$ cat config.mk
export PLATFORM = sky130hd
export DESIGN_NAME = fmul_pipe
export DESIGN_NICKNAME = d
export VERILOG_FILES = /design/src/rtl/fp_pkg.sv /design/src/rtl/fmul_mant_mult.sv /design/src/rtl/fmul_pipe.sv
export SDC_FILE = /design/constraint.sdc
export NUM_CORES = 2
export LEC_CHECK = 0
export CAP_MARGIN = 20
export CORE_UTILIZATION = 45
export DETAILED_ROUTE_END_ITERATION = 16
export PLACE_DENSITY = 0.66
export SYNTH_ARGS = -nofsm -noshare
export SYNTH_HDL_FRONTEND = slang
export SYNTH_SLANG_ARGS = --single-unit
$ cat constraint.sdc
create_clock -name clk -period 19.7 [get_ports clk]
set_input_delay 5.91 -clock clk [delete_from_list [all_inputs] [get_ports clk]]
set_output_delay 5.91 -clock clk [all_outputs]
set_load 0.02 [all_outputs]
$ cat src/rtl/fp_pkg.sv
// Shared floating-point helpers: operand classes, flag bit positions, bias and
// canonical NaN encodings for any exponent/fraction width.
package fp_pkg;

    typedef enum logic [1:0] {ZERO, NORM, INF, NAN} fp_class_e;

    localparam int FLAG_INVALID   = 3;
    localparam int FLAG_OVERFLOW  = 2;
    localparam int FLAG_UNDERFLOW = 1;
    localparam int FLAG_INEXACT   = 0;

    function automatic int bias(input int exp_w);
        return (1 << (exp_w - 1)) - 1;
    endfunction

    // Returned wide; callers slice to 1+exp_w+frac_w bits.
    function automatic logic [127:0] canon_nan(input int exp_w, input int frac_w);
        logic [127:0] r;
        r = '0;
        for (int i = 0; i < exp_w; i++) r[frac_w + i] = 1'b1;
        r[frac_w - 1] = 1'b1;
        return r;
    endfunction

endpackage

$ cat src/rtl/fmul_mant_mult.sv
// Unsigned mantissa multiplier; kept as its own block so a tree multiplier can
// replace the behavioural product without touching the pipeline.
module fmul_mant_mult #(
    parameter int WIDTH = 24
) (
    input  logic [WIDTH-1:0]   a,
    input  logic [WIDTH-1:0]   b,
    output logic [2*WIDTH-1:0] p
);

    assign p = a * b;

endmodule

$ cat src/rtl/fmul_pipe.sv
// Three-stage floating-point multiplier with RNE rounding, flush-to-zero and a
// single global stall enable driven by the output handshake.
module fmul_pipe
    import fp_pkg::*;
#(
    parameter int EXP_W  = 8,
    parameter int FRAC_W = 23
) (
    input  logic                    clk,
    input  logic                    rst,
    input  logic                    in_valid,
    output logic                    in_ready,
    input  logic [EXP_W+FRAC_W:0]   in_a,
    input  logic [EXP_W+FRAC_W:0]   in_b,
    output logic                    out_valid,
    input  logic                    out_ready,
    output logic [EXP_W+FRAC_W:0]   out_res,
    output logic [3:0]              out_flags
);

    localparam int W      = 1 + EXP_W + FRAC_W;
    localparam int M      = FRAC_W + 1;
    localparam int P      = 2 * M;
    localparam int EW     = EXP_W + 2;
    localparam int STAGES = 3;
    localparam int BIAS   = bias(EXP_W);
    localparam logic [W-1:0]          QNAN   = W'(canon_nan(EXP_W, FRAC_W));
    localparam logic [EXP_W-1:0]      EXP_MX = '1;
    localparam logic signed [EW-1:0]  E_ZERO = '0;
    localparam logic signed [EW-1:0]  E_OVF  = EW'((1 << EXP_W) - 1);

    function automatic fp_class_e classify(input logic [EXP_W-1:0] e, input logic [FRAC_W-1:0] f);
        if (e == EXP_MX) return (f != '0) ? NAN : INF;
        if (e == '0)     return ZERO;
        return NORM;
    endfunction

    logic              en;
    logic [STAGES:1]   vld_pipe;

    assign en        = out_ready | ~out_valid;
    assign in_ready  = en;
    assign out_valid = vld_pipe[STAGES];

    // S1: classify and resolve special operands up front
    fp_class_e   cls_a, cls_b;
    logic        sign;
    logic        spec;
    logic [W-1:0] spec_res;
    logic [3:0]  spec_flags;

    assign cls_a = classify(in_a[W-2 -: EXP_W], in_a[FRAC_W-1:0]);
    assign cls_b = classify(in_b[W-2 -: EXP_W], in_b[FRAC_W-1:0]);
    assign sign  = in_a[W-1] ^ in_b[W-1];

    always_comb begin
        spec       = 1'b1;
        spec_res   = '0;
        spec_flags = '0;
        if (cls_a == NAN || cls_b == NAN ||
            (cls_a == INF && cls_b == ZERO) || (cls_a == ZERO && cls_b == INF)) begin
            spec_res                 = QNAN;
            spec_flags[FLAG_INVALID] = 1'b1;
        end else if (cls_a == INF || cls_b == INF) begin
            spec_res = {sign, EXP_MX, {FRAC_W{1'b0}}};
        end else if (cls_a == ZERO || cls_b == ZERO) begin
            spec_res = {sign, {(W-1){1'b0}}};
        end else begin
            spec = 1'b0;
        end
    end

    logic              s1_sign, s1_spec;
    logic [W-1:0]      s1_spec_res;
    logic [3:0]        s1_spec_flags;
    logic [EXP_W-1:0]  s1_ea, s1_eb;
    logic [M-1:0]      s1_ma, s1_mb;

    // S2: mantissa product and biased exponent sum
    logic [P-1:0]          prod;
    logic                  s2_sign, s2_spec;
    logic [W-1:0]          s2_spec_res;
    logic [3:0]            s2_spec_flags;
    logic signed [EW-1:0]  s2_e;
    logic [P-1:0]          s2_prod;

    fmul_mant_mult #(.WIDTH(M)) u_mult (
        .a (s1_ma),
        .b (s1_mb),
        .p (prod)
    );

    // S3: normalise, round to nearest even, detect range exceptions
    logic                  norm, guard, sticky, rnd;
    logic [P-1:0]          sh;
    logic [M-1:0]          kept;
    logic [M:0]            sum;
    logic signed [EW-1:0]  e_fin;
    logic [W-1:0]          res;
    logic [3:0]            flags;

    always_comb begin
        norm   = s2_prod[P-1];
        sh     = norm ? s2_prod : (s2_prod << 1);
        kept   = sh[P-1 -: M];
        guard  = sh[P-1-M];
        sticky = |sh[P-2-M:0];
        rnd    = guard & (sticky | kept[0]);
        sum    = {1'b0, kept} + (M+1)'(rnd);
        e_fin  = s2_e + EW'(norm) + EW'(sum[M]);
        flags  = '0;
        if (s2_spec) begin
            res   = s2_spec_res;
            flags = s2_spec_flags;
        end else if (e_fin >= E_OVF) begin
            res                     = {s2_sign, EXP_MX, {FRAC_W{1'b0}}};
            flags[FLAG_OVERFLOW]    = 1'b1;
            flags[FLAG_INEXACT]     = 1'b1;
        end else if (e_fin <= E_ZERO) begin
            res                     = {s2_sign, {(W-1){1'b0}}};
            flags[FLAG_UNDERFLOW]   = 1'b1;
            flags[FLAG_INEXACT]     = 1'b1;
        end else begin
            // On rounding carry-out the low fraction bits of sum are already zero.
            res                 = {s2_sign, e_fin[EXP_W-1:0], sum[FRAC_W-1:0]};
            flags[FLAG_INEXACT] = guard | sticky;
        end
    end

    always_ff @(posedge clk) begin
        if (rst) begin
            vld_pipe  <= '0;
            out_res   <= '0;
            out_flags <= '0;
        end else if (en) begin
            vld_pipe      <= {vld_pipe[STAGES-1:1], in_valid};
            s1_sign       <= sign;
            s1_spec       <= spec;
            s1_spec_res   <= spec_res;
            s1_spec_flags <= spec_flags;
            s1_ea         <= in_a[W-2 -: EXP_W];
            s1_eb         <= in_b[W-2 -: EXP_W];
            s1_ma         <= {1'b1, in_a[FRAC_W-1:0]};
            s1_mb         <= {1'b1, in_b[FRAC_W-1:0]};
            s2_sign       <= s1_sign;
            s2_spec       <= s1_spec;
            s2_spec_res   <= s1_spec_res;
            s2_spec_flags <= s1_spec_flags;
            s2_e          <= $signed({2'b00, s1_ea}) + $signed({2'b00, s1_eb}) - EW'(BIAS);
            s2_prod       <= prod;
            out_res       <= res;
            out_flags     <= flags;
        end
    end

endmodule
After elaboration in Yosys (flattened, before gate mapping) --
Cells that the tools add are included.
Operators by class: add/sub/neg operators 5, $mul 1, magnitude comparators 2, equality and inequality tests 6, mux-type cells 31, bitwise gates (word level) 7, reductions and logical operators 16
Operators by type and width (number):
- 32-bit 2-to-1 mux | 3
- 31-bit 2-to-1 mux | 2
- 24-bit by 24-bit multiplier with 48-bit output | 1
- 48-bit 2-to-1 mux | 1
- 23-bit nonzero test | 2
- 24-bit by 1-bit adder with 25-bit output | 1
- 23-bit OR reduction | 1
- 10-bit by 1-bit adder with 10-bit output | 2
- 8-bit == test (second input constant) | 2
- 8-bit zero test | 2
- 1-bit 2-to-1 mux | 16
- 2-bit 2-to-1 mux | 8
- 10-bit by 9-bit >= comparator with 1-bit output (second input constant) | 1
- 10-bit by 1-bit less-or-equal comparator with 1-bit output (second input constant) | 1
- 9-bit by 7-bit subtractor with 10-bit output (second input constant) | 1
- 8-bit by 8-bit adder with 9-bit output | 1
- 2-bit == test (second input constant) | 4
- 1-bit logical OR | 5
- 2-bit zero test | 2
- 3-bit 2-to-1 mux | 1
- 1-bit OR | 3
- 1-bit logical AND | 2
- 1-bit NOT | 2
- 2-bit AND reduction | 1
- other kinds (3) | 3
Storage, ports and cells: flip-flop bits (word level) 229, input port bits 68, output and inout bits 38

Longest topological paths before layout --
word-level depth 11, gate-level depth with buffers 26, depth with buffers taken out 24

Modules after synthesis --
Synthesis repeated with hierarchy kept, for this count alone.
Second synthesis, totals: cells, all modules 2757, area total of the unflattened synthesis 26504.2 um2
By module, submodules not included:
- fmul_mant_mult | instances 1, cells an instance 2164, area each 19029.5 um2, seq. area each 0.0 um2
- fmul_pipe | instances 1, cells an instance 593, area each 7474.7 um2, seq. area each 4744.6 um2

Least setup slack after synthesis --
Ideal clock, no wire load.
path kind input port to flip-flop, from in out_ready, to reg out_res[16], setup time 58 ps, data arrival time 13010 ps, required time 19642 ps, path slack 6632 ps, stages on the path 7, path buffers 2, cells stage by stage nor2b_1 -> clkbuf_1 -> nor2_1 -> nor4b_2 -> buf_2 -> o211ai_1 -> nand2_1
Between the ends: cells in the longest elaborated chain, start to end 1
Ends and longest elaborated chain:
- from (decl) | RTL line fmul_pipe.sv:16 | input logic out_ready,
- 1-bit OR | RTL line fmul_pipe.sv:41 | assign en = out_ready | ~out_valid;
- to (signal assigned) | RTL line fmul_pipe.sv:151 | out_res <= res;
- to (decl) | RTL line fmul_pipe.sv:17 | output logic [EXP_W+FRAC_W:0] out_res,
Every way passes these cells. A chain may end at the register's enable or synchronous reset.

Worst setup path after layout --
from in out_ready, to out in_ready
Between the ends: cells in the longest elaborated chain, start to end 1
Ends and longest elaborated chain:
- 1-bit OR | RTL line fmul_pipe.sv:41
- to (decl) | RTL line fmul_pipe.sv:12 | output logic in_ready,
Every way passes these cells.

==> metrics.csv <==
metric,value,unit
fin_skew,0.0168,ns
critPathBufInv,4,
r2r_cells,24,
hold_class,flip-flop to flip-flop,
status,"finished, final reports clean",
yosys.area.top_type_share,37.2,%
grt_use_total,24.1,%
finalCritPeriodShare,68.4,%
end_kind,output port,
first_pass_iters,5,
critPathMaxStageDelay,0.67,ns
async_reset_ff_share,0,%
worstSetupPathType,input pin to output port,
synthFlopType,edfxtp_1,
crit_family,buffers and inverters,
reg2reg_slack,11.22,ns
fin_crit,13.48,ns
synth_area_leaders,"fa_1 (37%), edfxtp_1 (15%), ha_1 (9.2%)",
clk_pin_slew_worst_paths,0.07,ns
wirelength,68000,µm
worst_path_most_repeated_cell,clkdlybuf4s50_1,
slew_headroom,17.7,%
syn-instance-count,2715,
num_vias,18800,
setup_viol,0,
cts_tree,yes,
die-area,0.0588,mm²
grt_pass1_wl,109000,µm
clock_path_buffers,2,
dr.first_iter.drc_count,1223,
drive_above_1_share,3.39,%
cts_hold_buf,0,
synth_nets,3458,
num_antenna_cells,0,
setup_tns,0,ns
crit_path_max_fanout,19,
crit_required,13.79,ns
hold_violations,0,
numPortBuffers,105,
postRouteAntennaNets,0,
drt_drc_violations_left,0,
grt_pass1_vias,20100,
ys_ff_latch,171,
startpoint,out_ready,
syn_avg_cell_area,9.59,µm²
crit_end,in_ready,
maxSlewViolCount,0,
regToRegEndpoint,s2_prod[47],
maxCapViolCount,0,
gp_congestion,0.958,
nNetsFinal,3505,
postLayoutCoreUtil,50.2,%
crit_path_start_kind,input pin,
grt_max_degree,69,
tightestPinTransition,1.23,ns
clock_sinks,171,
wl_per_cell,19.3,µm
insertion_delay,0.49,ns
die_y,243,µm
synth_warnings,0,
path_cells,clkdlybuf4s50_1 > nor2b_1 > buf_4 > inv_1 > clkdlybuf4s50_1,
ios,106,
antenna_found_initial,1,
rows,87,
postCtsSetupBuffers,0,
place_ws,6.23,ns
dp_hpwl,51100,µm
synth_common_cells,"inv_1 (607), fa_1 (484), nand2_1 (328), and2_1 (243), ha_1 (191)",
critPathSlowestCell,clkdlybuf4s50_1,
reg2reg_from,s1_mb[8],
cts-root-buf,clkbuf_16,
core_area,0.0568,mm²
start_util,45.8,%
cp.arrival,7.57,ns
rsz0062_at_grt,false,
synth_top_cell_by_area,fa_1,
netlist_area,0.0260,mm²
fmax,0.0742,GHz
synth.distinct_cells,65,
cp.depth,5,
synth_edf_count,132,
worst_slack,6.22,ns
yosysMostFrequentCell,inv_1,
viasPerCell,5.31,
ctsResizeCount,0,
synth-seq-area-share,18.2,%
die_width,243,µm
h-tree-depth,4,
area_growth,9.46,%
grt-ovfl-total,0,
timing.hold.ws,0.420,ns
cts_buffers,17,
## through the flow
step           area, µm²  instances
2_1_floorplan      26000       2715
3_3_place_gp       27900       3496
3_5_place_dp       27900       3497
4_1_cts            28500       3529
5_1_grt            28500       3531
6_report           28500       3531
## routing by layer
layer	track usage, %	wire, µm	part of all wire (%)	up-vias
met5	0	0	0	-
met4	10.0	2810	4.1	0
met3	5.26	5290	7.8	155
met2	38.5	31300	46	738
met1	31.8	28600	42	9449
li1	-	-	-	8411
## area by class of cell
| type | count | area (µm²) |
|---|---|---|
| clock inverters | 15 | 160 |
| multi-input cells | 1814 | 18600 |
| repair buffers | 147 | 1380 |
| inverters | 611 | 2290 |
| well taps | 756 | 946 |
| flip-flops and latches | 171 | 4740 |
| clock buffers | 17 | 425 |
| fillers | 5212 | 28300 |
## placed cells by master (no fill, tap or decap), drive strengths merged, types with 5 or more instances in the layout
master and n:
inv 612, a21oi 60, mux2 7, a31oi 11
buf 42, xor2 42, a22oi 5, a211oi 12
fa 484, and2 243, o211ai 10, a21o 30
xnor2 43, nand2 328, clkinv 9, nor2b 8
nand4 21, nand3 33, clkbuf 17, edfxtp 132
dfxtp 39, o21a 5, mux2i 13, nand2b 6
o21bai 7, nor2 100, a22o 21, clkdlybuf4s50 105
clkinvlp 5, or3 5, nor4 20, and3 9
nor3 17, o21ai 36, ha 191
## flip-flops by register name (all words and copies together), names as in the netlist, 3 cells and up
register and cells:
s1_spec_res 3, s2_spec_res 3, s1_ma 23, s2_prod 48, vld_pipe 3, s1_ea 8
s1_mb 23, out_flags 4, s1_eb 8, s2_e 10, out_res 32
## kinds of logic (layout without fill, tap and decap cells)
logic type	count (synthesis)	count (layout)	synth area share, %
and+or+nand+nor	800	800	15.0
buffers and inverters	730	790	10.6
adders and majority gates	675	675	46.4
AOI/OAI and AO/OA	234	234	6.10
DFF	171	171	18.2
xor gates and xnor gates	85	85	2.86
muxes	20	20	0.802
## worst min-delay path by stage
| stage | start | end | slack (ns) | cells past startpoint |
|---|---|---|---|---|
| after floorplan | s1_sign | s2_sign | 0.40 | 0 |
| after global placement | s1_spec_res[22] | s2_spec_res[22] | 0.41 | 0 |
| after detailed placement | s1_sign | s2_sign | 0.41 | 0 |
| after CTS | s1_sign | s2_sign | 0.42 | 0 |
| after global routing | s1_sign | s2_sign | 0.42 | 0 |
| final | s1_sign | s2_sign | 0.42 | 0 |
Power is not shown: default switching activity piles up to over one toggle a cycle in this logic, so the estimate is an artifact.
